<file path="config.mk">
export PLATFORM = sky130hd
export DESIGN_NAME = reflex_round_ctrl_flat
export DESIGN_NICKNAME = d
export VERILOG_FILES = /design/src/rtl/reflex_round_ctrl_if.sv /design/src/rtl/reflex_round_ctrl.sv /design/src/flat_wrapper.sv
export SDC_FILE = /design/constraint.sdc
export NUM_CORES = 1
export LEC_CHECK = 0
export BUFFER_PORTS_ARGS = -buffer_cell sky130_fd_sc_hd__clkbuf_2
export CAP_MARGIN = 0
export CELL_PAD_IN_SITES_DETAIL_PLACEMENT = 0
export CELL_PAD_IN_SITES_GLOBAL_PLACEMENT = 1
export CORE_MARGIN = 1.5
export CORE_UTILIZATION = 43
export DETAILED_ROUTE_END_ITERATION = 12
export GPL_ROUTABILITY_DRIVEN = 0
export GPL_TIMING_DRIVEN = 1
export MAX_ROUTING_LAYER = met4
export PLACE_DENSITY = 0.75
export SLEW_MARGIN = 40
export SYNTH_ARGS = -nofsm -noshare
export SYNTH_HDL_FRONTEND = slang
export SYNTH_SLANG_ARGS = --single-unit
</file>
<file path="constraint.sdc">
create_clock -name ck -period 4 [get_ports ck]
set_input_delay 0.8 -clock ck [delete_from_list [all_inputs] [get_ports ck]]
set_output_delay 0.8 -clock ck [all_outputs]
set_load 0.01 [all_outputs]
</file>
<file path="src/rtl/reflex_round_ctrl_if.sv">
// reflex_round_ctrl_if
//   Groups the session controller's handshake signals: player/LFSR inputs,
//   the error-counter handshake, and the display-side results.
//   Modports:
//     master - environment side: drives start, button, rand_delay, error_count
//     slave  - controller side: drives inc_errors, clr_errors, led_on,
//              reaction_ms, result_valid, best_ms, game_over, busy
//   Parameters: DELAY_W (rand_delay width), TIME_W (reaction/best width).
interface reflex_round_ctrl_if #(
  parameter int DELAY_W = 12,
  parameter int TIME_W  = 14
);
  logic               start;
  logic               button;
  logic [DELAY_W-1:0] rand_delay;
  logic [1:0]         error_count;
  logic               inc_errors;
  logic               clr_errors;
  logic               led_on;
  logic [TIME_W-1:0]  reaction_ms;
  logic               result_valid;
  logic [TIME_W-1:0]  best_ms;
  logic               game_over;
  logic               busy;

  modport master (
    output start, button, rand_delay, error_count,
    input  inc_errors, clr_errors, led_on, reaction_ms, result_valid,
           best_ms, game_over, busy
  );

  modport slave (
    input  start, button, rand_delay, error_count,
    output inc_errors, clr_errors, led_on, reaction_ms, result_valid,
           best_ms, game_over, busy
  );
endinterface

</file>
<file path="src/rtl/reflex_round_ctrl.sv">
// reflex_round_ctrl
//   Sequences one reflex-measurement session: waits a random delay, lights the
//   LED, then times the player's press in whole milliseconds. Early presses and
//   GO timeouts pulse the external 2-bit saturating error counter; the session
//   ends in OVER once that counter reaches MAX_ERRORS.
// Ports:
//   ck       in  clock, rising edge
//   reset_n  in  asynchronous active-low reset
//   bus      reflex_round_ctrl_if.slave:
//     start, button, rand_delay, error_count                       (inputs)
//     inc_errors, clr_errors, led_on, reaction_ms, result_valid,
//     best_ms, game_over, busy                                      (outputs)
// Build option:
//   BEST_TIME_EN - when defined, best_ms tracks the lowest reaction time since
//                  the session started; otherwise best_ms is constant all-ones.
module reflex_round_ctrl #(
  parameter int TICKS_PER_MS = 100000,
  parameter int DELAY_W      = 12,
  parameter int TIME_W       = 14,
  parameter int TIMEOUT_MS   = 2000,
  parameter int MAX_ERRORS   = 3
) (
  input  logic               ck,
  input  logic               reset_n,
  reflex_round_ctrl_if.slave bus
);

  localparam logic [2:0] S_IDLE = 3'd0;
  localparam logic [2:0] S_ARM  = 3'd1;
  localparam logic [2:0] S_WAIT = 3'd2;
  localparam logic [2:0] S_GO   = 3'd3;
  localparam logic [2:0] S_RES  = 3'd4;
  localparam logic [2:0] S_ERR  = 3'd5;
  localparam logic [2:0] S_OVER = 3'd6;

  localparam int              PRE_W    = (TICKS_PER_MS > 1) ? $clog2(TICKS_PER_MS) : 1;
  localparam logic [PRE_W-1:0] PRE_LAST = PRE_W'(TICKS_PER_MS - 1);
  localparam logic [TIME_W-1:0] TIME_MAX = '1;
  localparam logic [TIME_W-1:0] TIMEOUT  = TIME_W'(TIMEOUT_MS);
  localparam logic [1:0]       ERR_MAX  = 2'(MAX_ERRORS);
  localparam logic [1:0]       ERR_LAST = 2'(MAX_ERRORS - 1);

  logic [2:0]         state_q, state_d;
  logic [PRE_W-1:0]   pre_q;
  logic [TIME_W-1:0]  ms_q;
  logic [DELAY_W-1:0] delay_q, delay_d;
  logic [TIME_W-1:0]  react_q, react_d;
  logic               valid_q, valid_d;
  logic               inc_q, inc_d;
  logic               clr_q, clr_d;

  logic               tick;
  logic               entry;
  logic               start_ok;
  logic               press_ok;
  logic               inc_allowed;
  logic [TIME_W-1:0]  delay_last;

  assign tick        = (pre_q == PRE_LAST);
  assign entry       = (state_d != state_q);
  assign start_ok    = ((state_q == S_IDLE) || (state_q == S_OVER)) && bus.start;
  assign press_ok    = (state_q == S_GO) && bus.button;
  // A counter already at its limit gets no further pulse.
  assign inc_allowed = (bus.error_count < ERR_MAX);
  // delay_q is never zero, so this cannot underflow.
  assign delay_last  = TIME_W'(delay_q) - TIME_W'(1);

  // Next-state logic. Every transition lands in a different state, so a state
  // change is exactly a state entry and restarts the millisecond timebase.
  // Button checks precede timer checks: an early press beats delay expiry, and
  // a press on the timeout cycle still counts as a result.
  always_comb begin
    state_d = state_q;
    delay_d = delay_q;
    react_d = react_q;
    valid_d = 1'b0;
    inc_d   = 1'b0;
    clr_d   = 1'b0;
    case (state_q)
      S_IDLE, S_OVER: begin
        if (start_ok) begin
          state_d = S_ARM;
          clr_d   = 1'b1;
        end
      end
      S_ARM: begin
        if (!bus.button) begin
          delay_d = (bus.rand_delay == '0) ? DELAY_W'(1) : bus.rand_delay;
          state_d = S_WAIT;
        end
      end
      S_WAIT: begin
        if (bus.button) begin
          state_d = S_ERR;
          inc_d   = inc_allowed;
        end else if (tick && (ms_q == delay_last)) begin
          state_d = S_GO;
        end
      end
      S_GO: begin
        if (press_ok) begin
          state_d = S_RES;
          react_d = ms_q;
          valid_d = 1'b1;
        end else if (ms_q >= TIMEOUT) begin
          state_d = S_ERR;
          inc_d   = inc_allowed;
        end
      end
      S_RES: begin
        state_d = S_ARM;
      end
      S_ERR: begin
        // error_count still shows the pre-increment value during ERR.
        state_d = (bus.error_count >= ERR_LAST) ? S_OVER : S_ARM;
      end
      default: begin
        state_d = S_IDLE;
      end
    endcase
  end

  // State, result and pulse registers. Pulses are registered one cycle early
  // so they line up with the RES/ERR/first-ARM cycle they belong to.
  always_ff @(posedge ck or negedge reset_n) begin
    if (!reset_n) begin
      state_q <= S_IDLE;
      delay_q <= DELAY_W'(1);
      react_q <= '0;
      valid_q <= 1'b0;
      inc_q   <= 1'b0;
      clr_q   <= 1'b0;
    end else begin
      state_q <= state_d;
      delay_q <= delay_d;
      react_q <= react_d;
      valid_q <= valid_d;
      inc_q   <= inc_d;
      clr_q   <= clr_d;
    end
  end

  // Millisecond timebase: prescaler wraps at TICKS_PER_MS, the ms counter
  // saturates, and both restart on every state entry.
  always_ff @(posedge ck or negedge reset_n) begin
    if (!reset_n) begin
      pre_q <= '0;
      ms_q  <= '0;
    end else if (entry) begin
      pre_q <= '0;
      ms_q  <= '0;
    end else begin
      pre_q <= tick ? '0 : pre_q + PRE_W'(1);
      if (tick && (ms_q != TIME_MAX)) begin
        ms_q <= ms_q + TIME_W'(1);
      end
    end
  end

`ifdef BEST_TIME_EN
  logic [TIME_W-1:0] best_q, best_d;

  // Best time restarts with each session and only improves on strictly lower results.
  always_comb begin
    best_d = best_q;
    if (start_ok) begin
      best_d = '1;
    end else if (press_ok && (ms_q < best_q)) begin
      best_d = ms_q;
    end
  end

  always_ff @(posedge ck or negedge reset_n) begin
    if (!reset_n) begin
      best_q <= '1;
    end else begin
      best_q <= best_d;
    end
  end

  assign bus.best_ms = best_q;
`else
  assign bus.best_ms = '1;
`endif

  assign bus.inc_errors   = inc_q;
  assign bus.clr_errors   = clr_q;
  assign bus.result_valid = valid_q;
  assign bus.reaction_ms  = react_q;
  assign bus.led_on       = (state_q == S_GO);
  assign bus.game_over    = (state_q == S_OVER);
  assign bus.busy         = (state_q != S_IDLE) && (state_q != S_OVER);

endmodule

</file>
<file path="src/flat_wrapper.sv">
// flat-port wrapper written by rule: the top's interface ports become plain ports
module reflex_round_ctrl_flat 
#(
  parameter int TICKS_PER_MS = 100000,
  parameter int DELAY_W      = 12,
  parameter int TIME_W       = 14,
  parameter int TIMEOUT_MS   = 2000,
  parameter int MAX_ERRORS   = 3
)
  (ck, reset_n, bus_start, bus_button, bus_rand_delay, bus_error_count, bus_inc_errors, bus_clr_errors, bus_led_on, bus_reaction_ms, bus_result_valid, bus_best_ms, bus_game_over, bus_busy);
  reflex_round_ctrl_if #(.DELAY_W(DELAY_W), .TIME_W(TIME_W)) bus_i ();
  input  logic ck;
  input  logic reset_n;
  input wire logic [$bits(bus_i.start)-1:0] bus_start;
  input wire logic [$bits(bus_i.button)-1:0] bus_button;
  input wire logic [$bits(bus_i.rand_delay)-1:0] bus_rand_delay;
  input wire logic [$bits(bus_i.error_count)-1:0] bus_error_count;
  output wire logic [$bits(bus_i.inc_errors)-1:0] bus_inc_errors;
  output wire logic [$bits(bus_i.clr_errors)-1:0] bus_clr_errors;
  output wire logic [$bits(bus_i.led_on)-1:0] bus_led_on;
  output wire logic [$bits(bus_i.reaction_ms)-1:0] bus_reaction_ms;
  output wire logic [$bits(bus_i.result_valid)-1:0] bus_result_valid;
  output wire logic [$bits(bus_i.best_ms)-1:0] bus_best_ms;
  output wire logic [$bits(bus_i.game_over)-1:0] bus_game_over;
  output wire logic [$bits(bus_i.busy)-1:0] bus_busy;
  assign bus_i.start = bus_start;
  assign bus_i.button = bus_button;
  assign bus_i.rand_delay = bus_rand_delay;
  assign bus_i.error_count = bus_error_count;
  assign bus_inc_errors = bus_i.inc_errors;
  assign bus_clr_errors = bus_i.clr_errors;
  assign bus_led_on = bus_i.led_on;
  assign bus_reaction_ms = bus_i.reaction_ms;
  assign bus_result_valid = bus_i.result_valid;
  assign bus_best_ms = bus_i.best_ms;
  assign bus_game_over = bus_i.game_over;
  assign bus_busy = bus_i.busy;
  reflex_round_ctrl #(.TICKS_PER_MS(TICKS_PER_MS), .DELAY_W(DELAY_W), .TIME_W(TIME_W), .TIMEOUT_MS(TIMEOUT_MS), .MAX_ERRORS(MAX_ERRORS)) u_core (.ck(ck), .reset_n(reset_n), .bus(bus_i));
endmodule
</file>
==> flow_summary.json <==
{
  "synth_top_family_by_area": "simple AND/OR/NAND/NOR gates",
  "ys_top_cells_by_area": "dfrtp_1, mux2_2, xnor2_1",
  "yosys_warnings": 0,
  "grt_start_max_net_pins": 64,
  "hold_class": "reg -> reg",
  "cts_resized": 0,
  "tightest_slew_ns": 0.733,
  "slew_headroom_pct": 51.0,
  "ys_seq_area_share_pct": 44.1,
  "coreArea_mm2": 0.00813,
  "outcome": "finished clean",
  "required_ns": 4.22,
  "start_util_pct": 43.9,
  "diodes": 0,
  "nFillCells": 786,
  "grt_pass1_vias": 2636,
  "sw_frac_of_total_pct": 37.2,
  "ys_top_cells_by_count": "dfrtp_1, nor2_1, nor3_1",
  "cp_max_fo": 8,
  "netlist.area_leader.share_pct": 43.4,
  "syn2layout_area_growth_pct": 11.0,
  "arrival_ns": 3.39,
  "yosysMostFrequentCell": "dfrtp_1",
  "period_share_pct": 79.4,
  "clk_latency_ns": 0.34,
  "cts_setup_buffers": 0,
  "synth-xor-area-share_pct": 9.31,
  "final_net_count": 424,
  "antenna_found_initial": 0,
  "powerDensity_mw_per_mm2": 506,
  "power_frac_clock_pct": 23.7,
  "intPower_uw": 1260,
  "synth_cell_type_count": 55,
  "start_kind": "flop",
  "die_h_um": 94.2,
  "pwr-share-comb_pct": 32.0,
  "synth_cells": 370,
  "wire_per_inst_um": 15.1,
  "vdd_ir_drop_max_mv": 0.195,
  "p_switching_uw": 746,
  "post_drt_via_cell_ratio": 5.38,
  "place.detailed.hpwl_mm": 5.34,
  "gr-usage-all-layers_pct": 18.9,
  "synth_fa_ha_area_share_pct": 1.40,
  "grt-ovfl-total": 0,
  "drc": 0,
  "critPathCaptureType": "flop",
  "synth_compound_gate_area_share_pct": 7.81,
  "cts_buffer_depth": 2,
  "synth.largest_area_cell": "dfrtp_1",
  "async_flop_share_pct": 100,
  "cts_tree": "yes",
  "synth_enable_flop_cells": 0,
  "skew_ns": 0.00724,
  "root_buffer": "clkbuf_8",
  "syn_area_per_cell_um2": 9.66,
  "drive_above_1_share_pct": 22.7,
  "finalWirelength_mm": 7.70,
  "clk_pin_slew_ns": 0.07,
  "critPathKind": "reg -> reg",
  "postCtsHoldBufs": 0,
  "synthSimpleGateAreaFrac_pct": 23.0,
  "final.min_clock_period_ns": 3.18,
  "synth_area_mm2": 0.00357,
  "fmax_mhz": 315,
  "die-area_mm2": 0.00887,
  "drt_first_pass_iters": 5,
  "h-tree-depth": 3,
  "maxSlewViolCount": 0,
  "ys.flop_type": "dfrtp_1",
  "finalHoldViolCount": 0,
  "vias": 2747,
  "ys_ff_latch": 63,
  "hold_ws_ns": 0.481,
  "grt_pass1_wl_mm": 12.7,
  "tns_ns": 0,
  "rows": 33,
  "power_frac_seq_pct": 44.3,
  "io_pins": 52,
  "io_buffer_count": 37,
  "die_w_um": 94.2,
  "maxCapViolCount": 0,
  "yosys-mux-area-fraction_pct": 7.77,
  "cts_buffers": 9,
  "leakage_uw": 0.00172,
  "rsz0062_at_grt": "false",
  "drt_iter0_drc": 208,
  "drtAntennaViolNets": 0,
  "clkSinkCount": 63,
  "setup_violations": 0
}
==> cell families after synthesis <==
| kind of cell | after synthesis |
|---|---|
| buf+inv | 45 |
| xor+xnor | 38 |
| simple gates | 153 |
| fa+ha+maj | 4 |
| flops | 63 |
| other cells | 1 |
| mux | 25 |
| compound gates | 41 |
==> routing by layer <==
layer / global-route usage (%) / vias up / routed length (µm)
met4: 7.46 / 0 / 153
met5: - / - / 0
met1: 26.0 / 1309 / 3660
met2: 27.9 / 78 / 3530
met3: 3.16 / 15 / 352
li1: - / 1345 / -
==> registers in the layout (all words and copies together), names as in the netlist <==
name                     cells
u_core.bus.clr_errors        1
u_core.bus.inc_errors        1
u_core.bus.reaction_ms      14
u_core.bus.result_valid      1
u_core.delay_q              12
u_core.ms_q                 14
u_core.pre_q                17
u_core.state_q               3
==> power by group through the flow <==
| stage | Combinational (µW) | Clock, µW | Sequential (µW) |
|---|---|---|---|
| 3_3_place_gp | 642 | 0 | 897 |
| 6_report | 642 | 476 | 890 |
| 2_1_floorplan | 529 | 0 | 837 |
| 3_5_place_dp | 647 | 0 | 898 |
| 4_1_cts | 650 | 496 | 888 |
| 5_1_grt | 723 | 514 | 913 |
==> cell usage in the layout, fill, tap and decap left out, types with 7 or more instances in the layout <==
master,synthesis,routed
dfrtp_1,62,62
clkbuf_2,0,37
nor2_1,31,31
nor3_1,27,27
nand2_1,26,26
mux2_2,22,22
xnor2_1,22,22
xor2_1,16,16
o21ai_0,16,16
conb_1,1,14
nand3_1,12,12
clkbuf_8,0,10
inv_1,9,9
a21oi_1,8,8
nand4_1,8,8
nor4_1,9,8
and3_1,7,7
==> area by class of cell <==
type | count | area [µm²] | share of cell area (%)
Multi-Input combinational cell | 275 | 1820 | 45.9
Sequential cell | 63 | 1580 | 39.8
Timing Repair Buffer | 43 | 234 | 5.90
Clock buffer | 11 | 141 | 3.56
Tap cell | 105 | 131 | 3.31
Inverter | 10 | 37.5 | 0.946
Clock inverter | 4 | 22.5 | 0.568
==> per-stage QoR <==
step           total power [µW]  utilization, %  instance area [µm²]  instances  setup slack (ns)
2_1_floorplan              1370               -                 3620        383              1.12
3_3_place_gp               1540            46.6                 3790        495             0.843
3_5_place_dp               1550            46.6                 3790        495             0.745
4_1_cts                    2030            48.6                 3960        510             0.726
5_1_grt                    2150            48.8                 3970        511             0.659
6_report                   2010            48.8                 3970        511             0.824
==> worst max-delay path, stage by stage (launching register included) <==
cell and delay (ns):
dfrtp_1 0.43, inv_1 0.09, ha_1 0.26, or3b_4 0.42, or3_4 0.35, or3b_1 0.38, a31o_2 0.28, a2111oi_4 0.51
buf_4 0.25, nor3_1 0.06
==> final timing paths <==
check,start,end,slack (ns),cells past startpoint
max,u_core.delay_q[1],u_core.ms_q[11],0.82,9
min,u_core.bus.reaction_ms[10],u_core.bus.reaction_ms[10],0.48,2
max reg2reg,u_core.delay_q[1],u_core.ms_q[11],0.82,9
min reg2reg,u_core.bus.reaction_ms[10],u_core.bus.reaction_ms[10],0.48,2
max in group asynchronous,reset_n,u_core.pre_q[1],3.06,2
min in group asynchronous,reset_n,u_core.delay_q[3],0.54,2
No activity file was read; power rests on OpenSTA's default activity.
